$ cat src/rtl/pipe_adder_pkg.sv
// pipe_adder_pkg: shared op encoding and saturation constants for pipe_adder.
package pipe_adder_pkg;

  localparam logic OP_ADD = 1'b0;
  localparam logic OP_SUB = 1'b1;

  // Widest datapath the saturation helpers can describe.
  localparam int SAT_MAX_W = 1024;

  // Largest positive two's-complement value of width w: 0x7F..F.
  function automatic logic [SAT_MAX_W-1:0] sat_max(input int w);
    logic [SAT_MAX_W-1:0] v;
    v = '0;
    for (int i = 0; i < w - 1; i++) v[i] = 1'b1;
    return v;
  endfunction

  // Most negative two's-complement value of width w: 0x80..0.
  function automatic logic [SAT_MAX_W-1:0] sat_min(input int w);
    logic [SAT_MAX_W-1:0] v;
    v = '0;
    v[w-1] = 1'b1;
    return v;
  endfunction

endpackage

$ cat src/rtl/adder_slice.sv
// adder_slice: CHUNK-bit combinational add with carry in/out. It also
// exposes the carry into its MSB so the top slice can derive signed overflow.
module adder_slice #(
  parameter int CHUNK = 8
) (
  input  logic [CHUNK-1:0] i_a,
  input  logic [CHUNK-1:0] i_b,
  input  logic             i_cin,
  output logic [CHUNK-1:0] o_sum,
  output logic             o_cout,
  output logic             o_cmsb
);

  logic [CHUNK:0] w_full;

  assign w_full = {1'b0, i_a} + {1'b0, i_b} + (CHUNK+1)'(i_cin);
  assign o_sum  = w_full[CHUNK-1:0];
  assign o_cout = w_full[CHUNK];
  // The sum bit is a ^ b ^ carry-in, so the carry into the MSB falls out of it.
  assign o_cmsb = i_a[CHUNK-1] ^ i_b[CHUNK-1] ^ w_full[CHUNK-1];

endmodule

$ cat src/rtl/pipe_adder.sv
// pipe_adder: pipelined WIDTH-bit add/sub, one CHUNK slice per stage.
// Stage k adds slice k and registers its carry for stage k+1. The operand
// bits not yet consumed travel down the pipe shifted right, so every stage
// always adds bits [CHUNK-1:0]. Finished low slices ride along in the
// partial-sum registers, which lets all result bits leave together.
// The optional macro PIPE_ADDER_SAT_EN clamps sum on signed overflow.
import pipe_adder_pkg::*;

module pipe_adder #(
  parameter int WIDTH = 32,
  parameter int CHUNK = 8
) (
  input  logic             clk,
  input  logic             rst_n,
  input  logic             in_valid,
  output logic             in_ready,
  input  logic [WIDTH-1:0] in_1,
  input  logic [WIDTH-1:0] in_2,
  input  logic             c_in,
  input  logic             sub,
  output logic             out_valid,
  input  logic             out_ready,
  output logic [WIDTH-1:0] sum,
  output logic             c_out,
  output logic             ovf
);

  localparam int STAGES = WIDTH / CHUNK;

`ifdef PIPE_ADDER_SAT_EN
  localparam logic [WIDTH-1:0] SAT_MAX = WIDTH'(sat_max(WIDTH));
  localparam logic [WIDTH-1:0] SAT_MIN = WIDTH'(sat_min(WIDTH));
`endif

  logic             w_adv;
  logic [WIDTH-1:0] w_bp;
  logic             w_seed;

  // The whole pipe moves together whenever the output slot is free or draining.
  assign w_adv    = !out_valid || out_ready;
  assign in_ready = w_adv;

  // Subtraction is A + ~B + 1, and a borrow-in removes that +1.
  assign w_bp   = (sub == OP_SUB) ? ~in_2 : in_2;
  assign w_seed = (sub == OP_SUB) ? ~c_in : c_in;

  for (genvar k = 0; k < STAGES; k++) begin : g_stg
    logic [WIDTH-1:0] w_a, w_b, w_sp, w_sn, w_sd;
    logic             w_ci, w_vi;
    logic [CHUNK-1:0] w_slice;
    logic             w_co, w_cmsb;
    logic [WIDTH-1:0] r_s;
    logic             r_v;

    if (k == 0) begin : g_in
      assign w_a  = in_1;
      assign w_b  = w_bp;
      assign w_ci = w_seed;
      assign w_sp = '0;
      assign w_vi = in_valid;
    end else begin : g_in
      assign w_a  = g_stg[k-1].g_mid.r_a;
      assign w_b  = g_stg[k-1].g_mid.r_b;
      assign w_ci = g_stg[k-1].g_mid.r_c;
      assign w_sp = g_stg[k-1].r_s;
      assign w_vi = g_stg[k-1].r_v;
    end

    adder_slice #(.CHUNK(CHUNK)) u_slice (
      .i_a    (w_a[CHUNK-1:0]),
      .i_b    (w_b[CHUNK-1:0]),
      .i_cin  (w_ci),
      .o_sum  (w_slice),
      .o_cout (w_co),
      .o_cmsb (w_cmsb)
    );

    // Drop this stage's slice into its position in the partial result.
    always_comb begin
      w_sn = w_sp;
      w_sn[k*CHUNK +: CHUNK] = w_slice;
    end

    // Valid bit and partial result advance with the pipe; bubbles carry v=0.
    always_ff @(posedge clk or negedge rst_n) begin
      if (!rst_n) begin
        r_v <= 1'b0;
        r_s <= '0;
      end else if (w_adv) begin
        r_v <= w_vi;
        r_s <= w_sd;
      end
    end

    if (k != STAGES - 1) begin : g_mid
      logic [WIDTH-1:0] r_a, r_b;
      logic             r_c;
      logic             w_unused_cmsb;

      assign w_sd          = w_sn;
      assign w_unused_cmsb = w_cmsb;

      // Forward the unconsumed operand slices and this stage's carry.
      always_ff @(posedge clk or negedge rst_n) begin
        if (!rst_n) begin
          r_a <= '0;
          r_b <= '0;
          r_c <= 1'b0;
        end else if (w_adv) begin
          r_a <= w_a >> CHUNK;
          r_b <= w_b >> CHUNK;
          r_c <= w_co;
        end
      end
    end else begin : g_last
      logic r_cout, r_ovf;
      logic w_ovf;
      logic w_unused_hi;

      assign w_ovf       = w_cmsb ^ w_co;
      assign w_unused_hi = ^{w_a >> CHUNK, w_b >> CHUNK};

      // Final result, clamped to the signed extreme on overflow when enabled.
      always_comb begin
        w_sd = w_sn;
`ifdef PIPE_ADDER_SAT_EN
        // Overflow needs equal operand signs, so A's sign gives the true sign.
        if (w_ovf) w_sd = w_a[CHUNK-1] ? SAT_MIN : SAT_MAX;
`endif
      end

      // Flags are captured alongside the final slice.
      always_ff @(posedge clk or negedge rst_n) begin
        if (!rst_n) begin
          r_cout <= 1'b0;
          r_ovf  <= 1'b0;
        end else if (w_adv) begin
          r_cout <= w_co;
          r_ovf  <= w_ovf;
        end
      end
    end
  end

  assign out_valid = g_stg[STAGES-1].r_v;
  assign sum       = g_stg[STAGES-1].r_s;
  assign c_out     = g_stg[STAGES-1].g_last.r_cout;
  assign ovf       = g_stg[STAGES-1].g_last.r_ovf;

endmodule

$ cat config.mk
export PLATFORM = sky130hd
export DESIGN_NAME = pipe_adder
export DESIGN_NICKNAME = d
export VERILOG_FILES = /design/src/rtl/pipe_adder_pkg.sv /design/src/rtl/adder_slice.sv /design/src/rtl/pipe_adder.sv
export SDC_FILE = /design/constraint.sdc
export NUM_CORES = 1
export LEC_CHECK = 0
export CORE_AREA = 2 2 96 167
export DETAILED_ROUTE_END_ITERATION = 8
export DIE_AREA = 0 0 98 169
export GPL_TIMING_DRIVEN = 1
export MAX_ROUTING_LAYER = met4
export PLACE_DENSITY = 0.79
export RECOVER_POWER = 50
export SYNTH_ARGS = -nofsm -noshare
export SYNTH_HDL_FRONTEND = slang
export SYNTH_SLANG_ARGS = --single-unit
$ cat constraint.sdc
create_clock -name clk -period 2.48 [get_ports clk]
set_input_delay 0.496 -clock clk [delete_from_list [all_inputs] [get_ports clk]]
set_output_delay 0.496 -clock clk [all_outputs]
set_load 0.02 [all_outputs]
==> run metrics, run 1 <==
placed cells 1,189; first-pass GRT wire length approximately 28 mm; most frequent cell on the critical path a211oi_2; Crit Path Category reg2reg; Synth warnings 0; Flop pwr share 0.403; DP HPWL between 10 and 15 mm; Mapped Cells 925; Worst EP required 2740 ps; GRT overflow 0; CP max-delay cell fa_1; layout cells sized above 1 0.0589; CP cell instances fa_1, fa_2, a211oi_2, nor4b_1, a211oi_2, xnor2_1, a21oi_1; Hold Path End sum[17]$_DFFE_PN0P_; I/O pins approximately 110; vias in the first global route between 6,000 and 7,000; H-tree depth 4; CP max stage delay 500 ps; Post-Syn Area per Cell 9.06 sq um; Hold Crit Depth 2; initial core utilization 0.550; VDD IR max 0.644 mV; Non-Filler Instances ~1,200; largest net degree at the start of global routing 155; CTS sink count 185; Power Internal 7.97 mW; Post-Syn Area 8380 sq um; via count 6,150; status complete, but fails checks; number of synthesized register bits between 150 and 200; Slew @ Worst Pin approximately 2100 ps; # DRC 0; core footprint 15,200 sq um; minimum clock period 2340 ps; Top delay family on crit path adder cells; R2R setup slack 140 ps; Clock Power Share 0.197; Clock Skew roughly 12 ps; failing checks max-capacitance violations, max-slew violations; endpoints failing setup 0; Worst setup SP type register; nets 1,128; Reg2Reg Depth 7; Slew Limit Fails 83; worst path arrival time 2600 ps; Reg clk slew, reported paths 70 ps; Filler cells approximately 1,200; latest clock arrival within the worst-skew pair 430 ps; power share of the combinational group 0.400; hold_sp sum[17]$_DFFE_PN0P_; final wirelength between 15 and 20 mm; Max-slew headroom -0.416; DRT Pass-1 Iters 4; setup TNS 0 ps; critical path endpoint category register; Psw 4.86 mW; FF-to-FF Start g_stg[2].g_mid.r_a[0]$_DFFE_PN0P_; number of port buffers 105; clk buf depth 2; RSZ-0062 raised after global routing no; initial antenna violation count 0; R2R Path End ovf$_DFFE_PN0P_; GRT Overall Usage 0.216; CP Buf/Inv Count 0; antenna fix cells 0; total CTS buffers 17; CTS Root Cell clkbuf_16; CTS tree built; sw frac 0.379; Hold Path Class reg2reg; syn_nets 1,031; Tcrit/Tclk final 0.944; Post-DRT Antenna Nets 0; Die H 169 um; Post-DP Area 9700 sq um; Routed WL per cell between 10 and 15 um; row cnt 60; P_leak 5.03 nW; routed vias/inst 5.04; Power Density 1250 nW/um^2; Synth cell types 31; Max-cap violations 1; die area 16,600 sq um; RePlAce Congestion 0.800; Post-CTS Setup Bufs 0; post-synthesis sequential area ratio 0.553; area grow syn2layout 22.2%; post-layout instance area 10,200 sq um; worst-path maximum fanout 3; number of DRC markers in iteration 0 approximately 320; FMAX 0.427 GHz; Die W 98 um; Final Hold Viols 0
-- cell type report --
| cell class | instances | area [sq um] | area share |
|---|---|---|---|
| Clock buffer | 19 | 443 | 0.0433 |
| Sequential cell | 185 | 4630 | 0.452 |
| Tap cell | 186 | 233 | 0.0227 |
| Clock inverter | 13 | 108 | 0.0105 |
| Inverter | 9 | 36.3 | 0.00354 |
| Timing Repair Buffer | 124 | 1260 | 0.123 |
| Multi-Input combinational cell | 685 | 3530 | 0.345 |
-- state kept, by name, summed over array words and instances (netlist names), 3 cells and up --
name / flops
g_stg.r_v: 3
g_stg.r_s: 48
g_stg.g_mid.r_b: 48
sum: 32
g_stg.g_mid.r_a: 48
g_stg.g_mid.r_c: 3
-- cell usage after synthesis --
master,instances,share of area
a211oi_2,2,0.0030
and3_1,3,0.0022
a31oi_1,2,0.0015
a21o_1,9,0.0081
fa_1,8,0.019
xnor2_1,31,0.032
ha_1,28,0.042
nor4b_1,1,0.0010
dfrtp_1,185,0.55
o211ai_1,2,0.0018
o21ai_1,1,0.00060
nor3b_1,7,0.0063
nor2_1,17,0.0076
o31ai_1,1,0.00090
or4_1,1,0.00090
nand2_1,439,0.20
mux2i_1,2,0.0024
a211oi_1,9,0.0081
nor2b_1,2,0.0015
xor2_1,19,0.020
nand3_1,6,0.0036
clkbuf_1,21,0.0094
inv_1,9,0.0040
o21ai_0,51,0.030
nor3_1,6,0.0036
o21bai_1,6,0.0054
buf_1,3,0.0013
buf_2,22,0.013
a21oi_1,27,0.016
or4b_2,2,0.0024
nand2b_1,3,0.0022
-- layer usage --
layer | track usage | up-vias | part of all wire | routed length (um)
met3 | 0.0376 | 26 | 0.026 | 429
met1 | 0.243 | 2882 | 0.41 | 6680
met4 | 0.0767 | 0 | 0.023 | 378
met2 | 0.385 | 100 | 0.54 | 8930
met5 | - | - | 0 | 0
li1 | - | 3142 | - | -
-- cell usage in the layout (no fill, tap or decap), drive strengths merged --
| cell | count |
|---|---|
| a211oi | 11 |
| or4 | 1 |
| clkinvlp | 2 |
| xor2 | 19 |
| ha | 28 |
| nand2b | 3 |
| a21o | 9 |
| o21bai | 6 |
| nand3 | 6 |
| nor4b | 1 |
| nor3 | 6 |
| clkbuf | 22 |
| dlygate4sd3 | 1 |
| mux2i | 2 |
| clkinv | 4 |
| nor3b | 7 |
| nor2b | 2 |
| and3 | 3 |
| xnor2 | 31 |
| a21oi | 27 |
| or4b | 2 |
| clkdlybuf4s50 | 102 |
| o21ai | 52 |
| nor2 | 17 |
| buf | 18 |
| a31oi | 2 |
| inv | 16 |
| o31ai | 1 |
| fa | 8 |
| dfrtp | 185 |
| nand2 | 439 |
| o211ai | 2 |
-- power groups by stage --
stage / logic, mW / registers [mW] / clock network (mW)
2_1_floorplan: 3.28 / 5.35 / 0
3_3_place_gp: 4.97 / 5.16 / 0
3_5_place_dp: 5.16 / 5.21 / 0
4_1_cts: 5.20 / 5.18 / 2.58
5_1_grt: 5.82 / 5.33 / 2.70
6_report: 5.13 / 5.16 / 2.53
-- worst max path at each step --
| stage | depth (start not counted) | start | slack (ps) | to |
|---|---|---|---|---|
| final | 7 | g_stg[2].g_mid.r_a[0]$_DFFE_PN0P_ | 140 | ovf$_DFFE_PN0P_ |
| after global routing | 2 | rst_n | 30 | g_stg[1].g_mid.r_b[11]$_DFFE_PN0P_ |
| after CTS | 7 | g_stg[2].g_mid.r_a[0]$_DFFE_PN0P_ | 90 | ovf$_DFFE_PN0P_ |
| after detailed placement | 10 | in_2[0] | -230 | g_stg[0].g_mid.r_c$_DFFE_PN0P_ |
| after global placement | 10 | in_2[0] | -190 | g_stg[0].r_s[6]$_DFFE_PN0P_ |
| after floorplan | 11 | sub | 1 | g_stg[0].r_s[6]$_DFFE_PN0P_ |
-- through the flow --
stage | hold slack (ps) | setup slack (ps) | utilization | total power [mW]
2_1_floorplan | 200 | 1.26 | - | 8.62
3_3_place_gp | 444 | -185 | 0.637 | 10.1
3_5_place_dp | 455 | -232 | 0.637 | 10.4
4_1_cts | 144 | 85.3 | 0.673 | 13.0
5_1_grt | 491 | 26.8 | 0.672 | 13.9
6_report | 464 | 139 | 0.672 | 12.8
-- what timing repair did --
action,4_1_cts,5_1_grt
endpoints found under the setup margin,0,3
hold buffers,0,0
gates resized for setup,0,2
hold endpoints to repair,0,0
-- logic make-up (layout without fill, tap and decap cells) --
| logic type | count (synthesis) | after routing | synth area share |
|---|---|---|---|
| compound gates | 110 | 110 | 0.0759 |
| buf+inv | 55 | 165 | 0.0279 |
| mux | 2 | 2 | 0.00239 |
| fa+ha+maj | 36 | 36 | 0.0609 |
| simple gates | 487 | 487 | 0.228 |
| xor+xnor | 50 | 50 | 0.0523 |
| flops | 185 | 185 | 0.553 |
-- worst register-to-register path: cells and delay by family, from the launching register on --
kind,cells,cell delay [ps]
adders and majority gates,2,900
AOI/OAI and AO/OA,3,600
DFF,1,410
xor gates and xnor gates,1,150
and+or+nand+nor,1,120
Power figures use the tool's default switching activity.
==> inputs of run 2 (changes only) <==
GPL_TIMING_DRIVEN = 0   (was 1)
==> run 2 against run 1 <==
Against the previous run: the flow now finishes without violations; via count grew 4.5%; clock skew decreased by 0.65 ps; critical path depth is the same; global-route usage is 2.9 points higher; sequential power barely moved; fmax shrank 3.8%; cell area rose by 0.46%; critical path type is now in2out; largest cell class unchanged; highest routed layer unchanged.
==> run metrics, run 2 (synthesis gave the netlist of run 1 again) <==
total CTS buffers 17; RePlAce Congestion between 0.8 and 0.9; routed vias/inst 5.14; leading cell types in the layout, fill and taps excluded nand2_1, dfrtp_1, clkdlybuf4s50_1, o21ai_0, xnor2_1; CTS sink count 185; Clock Skew 11.5 ps; # DRC 0; GRT overflow 0; CTS Root Cell clkbuf_16; core footprint around 15,000 sq um; vias in the first global route 6,440; VDD IR max between 0.5 and 0.6 mV; Worst EP required 1980 ps; endpoints failing setup 0; Die H ~170 um; worst path arrival time 1940 ps; number of port buffers ~100; grt met3 use 0.0367; Slew @ Worst Pin 1450 ps; antenna fix cells 0; commonest non-fill, non-tap cell in the layout nand2_1; Top delay family on crit path buffers and inverters; initial core utilization 0.550; Die W 98 um; Reg clk slew, reported paths 70 ps; die area 16,600 sq um; Final Hold Viols 0; minimum clock period between 2000 and 2500 ps; FMAX 0.411 GHz; largest net degree at the start of global routing 108; nets 1,156; clk buf depth 2; CTS tree built; hold buffer count at cts 0; H-tree depth 4; DRT Pass-1 Iters 5; grt met1 use 0.268; GRT busiest layer met2; first-pass GRT wire length between 30 and 40 mm; CP max-delay cell clkdlybuf4s50_1; CP cell instances clkdlybuf4s50_1, nor2b_2, buf_4, inv_1, clkbuf_4, buf_6, clkdlybuf4s15_2; CP max stage delay between 400 and 500 ps; critical path endpoint category output pin; layout cells sized above 1 0.0583; number of DRC markers in iteration 0 280; setup TNS 0 ps; Top Registers g_stg.g_mid.r_a: 48 flops, g_stg.g_mid.r_b: 48 flops, g_stg.r_s: 48 flops; worst-path maximum fanout 10; Hold Path Class in2async; Max-cap violations 0; final wirelength 18.8 mm; area grow syn2layout 22.8%; I/O pins 106; post-layout instance area 10,300 sq um; latest clock arrival within the worst-skew pair 430 ps; row cnt 60; Crit Path Category in2out; initial antenna violation count 0; Tcrit/Tclk final 0.981; P_leak 5.04 nW; via count 6,426; DP HPWL 13.5 mm; Max-slew headroom 0.0337; Slew Limit Fails 0; Post-DP Area 9690 sq um; Worst setup SP type input pin; GR Layer Usage met2 0.445; Post-DRT Antenna Nets 0; CP Buf/Inv Count 6; Routed WL per cell 15.1 um; Power Density approximately 1300 nW/um^2; status complete, no violations; GRT Overall Usage 0.245
-- run 2: path summary, 6_finish.rpt --
path | end | depth (start not counted) | from | slack [ps]
max in group asynchronous | g_stg[2].r_s[0]$_DFFE_PN0P_ | 2 | rst_n | 1040
setup / recovery | in_ready | 7 | out_ready | 50
min in group clk | g_stg[2].g_mid.r_b[1]$_DFFE_PN0P_ | 2 | g_stg[1].g_mid.r_b[9]$_DFFE_PN0P_ | 460
hold reg to reg | g_stg[2].g_mid.r_b[1]$_DFFE_PN0P_ | 2 | g_stg[1].g_mid.r_b[9]$_DFFE_PN0P_ | 460
hold / removal | g_stg[0].g_mid.r_a[9]$_DFFE_PN0P_ | 1 | rst_n | 390
setup reg to reg | ovf$_DFFE_PN0P_ | 7 | g_stg[2].g_mid.r_a[0]$_DFFE_PN0P_ | 140
-- run 2: power by group --
group	switching, mW	leakage [nW]	internal [mW]	total [mW]
registers	0.805	2.23	4.37	5.17
logic	3.10	2.53	2.28	5.38
clock network	1.25	0.272	1.35	2.61
total	5.16	5.04	8.00	13.2
-- run 2: worst reg2reg max path: stages (launching register included) --
cell      delay (ps)
dfrtp_1          410
fa_1             490
fa_2             410
a211oi_4         320
nor4b_1          100
a211oi_2         270
xnor2_1          150
a21oi_1           80
-- run 2: final cells by class --
type	count	area, sq um
fillers	1234	4950
flip-flops and latches	185	4630
multi-input cells	685	3540
repair buffers	106	1070
clock buffers	18	439
well taps	186	233
plain buffers	46	211
clock inverters	14	129
inverters	9	33.8
-- run 2: routing by layer --
layer  share of wire  vias up
met3           0.043       38
met1            0.38     3043
met5               0        -
met4           0.029        0
li1                -     3202
met2            0.55      143
-- run 2: metrics by stage --
stage                     worst slack (ps)  hold slack (ps)  cells  power, mW   util
final                                 46.6              393   1249       13.2  0.675
after global routing                 -24.4              481   1249       14.1  0.675
after CTS                             30.3              135   1249       13.2  0.674
after detailed placement              -540              454   1216       10.5  0.636
after global placement               -6410              449   1215       10.3  0.634
after floorplan                       1.26              200    925       8.62      -
-- run 2: timing repair --
action / CTS / global route
gates resized for setup: 6 / 6
setup endpoints to repair: 1 / 6
hold endpoints to repair: 0 / 0
pin swaps: 0 / 1
buffers inserted: 1 / 0
==> inputs of run 3 (changes only) <==
TNS_END_PERCENT = 5   (was default)
==> run 3 against run 2 <==
Against the previous run: clock skew fell by 0.67 ps; highest routed layer unchanged; via count increased by 0.30%; worst setup slack got worse by 42 ps; total power shrank 0.32%; sequential cell count did not move; cell count unchanged; fmax fell by 1.7%; non-clock buffer count stayed put.
==> run metrics, run 3 (synthesis gave the netlist of run 1 again) <==
status complete, no violations; Slew Limit Fails 0; Crit Path Category in2out; Clock Power Share 0.198; RePlAce Congestion 0.857; I/O pins 106; CP startpoint out_ready; Die W 98 um; Routed WL per cell 15.1 um; die area around 17,000 sq um; antenna fix cells 0; number of port buffers 104; Reg2Reg Depth 7; initial antenna violation count 0; setup TNS 0 ps; Slew @ Worst Pin roughly 1400 ps; Post-DP Area 9690 sq um; worst-path maximum fanout 10; DP HPWL 13.5 mm; number of DRC markers in iteration 0 335; leading cell types in the layout, fill and taps excluded nand2_1, dfrtp_1, clkdlybuf4s50_1, o21ai_0, xnor2_1; FMAX 0.404 GHz; row cnt 60; Psw 5.14 mW; endpoints failing setup 0; first-pass GRT wire length 30.9 mm; power share of the combinational group 0.408; commonest non-fill, non-tap cell in the layout nand2_1; R2R setup slack 80 ps; sw frac 0.392; Tcrit/Tclk final 0.998; clk buf depth 2; worst path arrival time 1980 ps; hold buffer count at cts 0; initial core utilization 0.550; R2R Path End ovf$_DFFE_PN0P_; routed vias/inst about 5.2; via count 6,445; Flop pwr share 0.394; Worst setup SP type input pin; layout cells sized above 1 0.0574; Max-slew headroom 0.0576; RSZ-0062 raised after global routing yes; Max-cap violations 0; CTS tree built; Reg clk slew, reported paths 70 ps; Clock Skew 10.8 ps; Top Registers g_stg.g_mid.r_a: 48 flops, g_stg.g_mid.r_b: 48 flops, g_stg.r_s: 48 flops; final wirelength 18.9 mm; CTS Root Cell clkbuf_16; # DRC 0; CTS sink count 185; Worst EP required between 1500 and 2000 ps; post-layout instance area roughly 10,000 sq um; minimum clock period 2480 ps; P_leak 5.03 nW; latest clock arrival within the worst-skew pair 430 ps; Die H 169 um; Hold Path Class in2async; critical path endpoint category output pin; core footprint 15,200 sq um; largest net degree at the start of global routing approximately 110; total CTS buffers 17; Final Hold Viols 0; GRT Overall Usage 0.245; DRT Pass-1 Iters 4; nets 1,156; H-tree depth 4; vias in the first global route 6,440; Post-DRT Antenna Nets 0; GRT overflow 0; Power Internal 7.98 mW; Power Density 1280 nW/um^2; VDD IR max between 0.5 and 0.6 mV; area grow syn2layout 22.4%; FF-to-FF Start g_stg[2].g_mid.r_a[0]$_DFFE_PN0P_
==> run 3: changes by cell type in the layout (fill, tap and decap cells not counted), sizes merged <==
| cell | previous run | this run |
|---|---|---|
| clkbuf | 47 | 46 |
| buf | 20 | 21 |
==> run 3: routing by layer <==
metal	routed length (um)	vias up	track usage
met2	10500	141	0.445
met3	775	26	0.0367
li1	-	3200	-
met1	7170	3078	0.268
met4	418	0	0.0954
met5	0	-	-
==> run 3: worst max-delay path by stage <==
stage                             endpoint  slack [ps]  cells past startpoint
2_1_floorplan  g_stg[0].r_s[6]$_DFFE_PN0P_           1                     11
3_3_place_gp      g_stg[1].r_v$_DFFE_PN0P_       -6410                      1
3_5_place_dp                      in_ready        -540                      7
4_1_cts                           in_ready          30                      7
5_1_grt                    ovf$_DFFE_PN0P_         -60                      7
6_report                          in_ready           5                      7
==> run 3: timing repair <==
action / 4_1_cts / 5_1_grt
pin swaps: 0 / 0
resized for setup: 6 / 4
endpoints found under the setup margin: 1 / 6
setup buffers: 1 / 0
==> run 3: through the flow <==
stage                     hold slack (ps)  power, mW  utilization  worst slack (ps)  std cells
after floorplan                       200       8.62            -              1.26        925
after global placement                449       10.3        0.634             -6410       1215
after detailed placement              454       10.5        0.636              -540       1216
after CTS                             135       13.2        0.674              30.3       1249
after global routing                  481       14.0        0.673             -56.0       1249
final                                 377       13.1        0.673              4.82       1249
==> run 3: final cells by class <==
cell class / count / area [sq um]
fill: 1238 / 4990
sequential: 185 / 4630
multi-input combinational: 685 / 3520
timing repair buffer: 106 / 1050
clock buffer: 18 / 439
tap: 186 / 233
buffer: 46 / 213
clock inverter: 14 / 129
inverter: 9 / 33.8
==> run 3: power by group through the flow <==
stage | clock (mW) | sequential (mW) | combinational, mW
global route | 2.74 | 5.33 | 5.97
global placement | 0 | 5.17 | 5.08
CTS | 2.62 | 5.17 | 5.37
floorplan | 0 | 5.35 | 3.28
finish | 2.60 | 5.17 | 5.35
detailed placement | 0 | 5.21 | 5.26
==> run 3: critical path, cell delays in order <==
cell and delay [ps]:
clkdlybuf4s50_1 400, nor2b_1 220, buf_4 180, inv_1 50, clkbuf_4 190, buf_6 170
clkdlybuf4s15_2 260
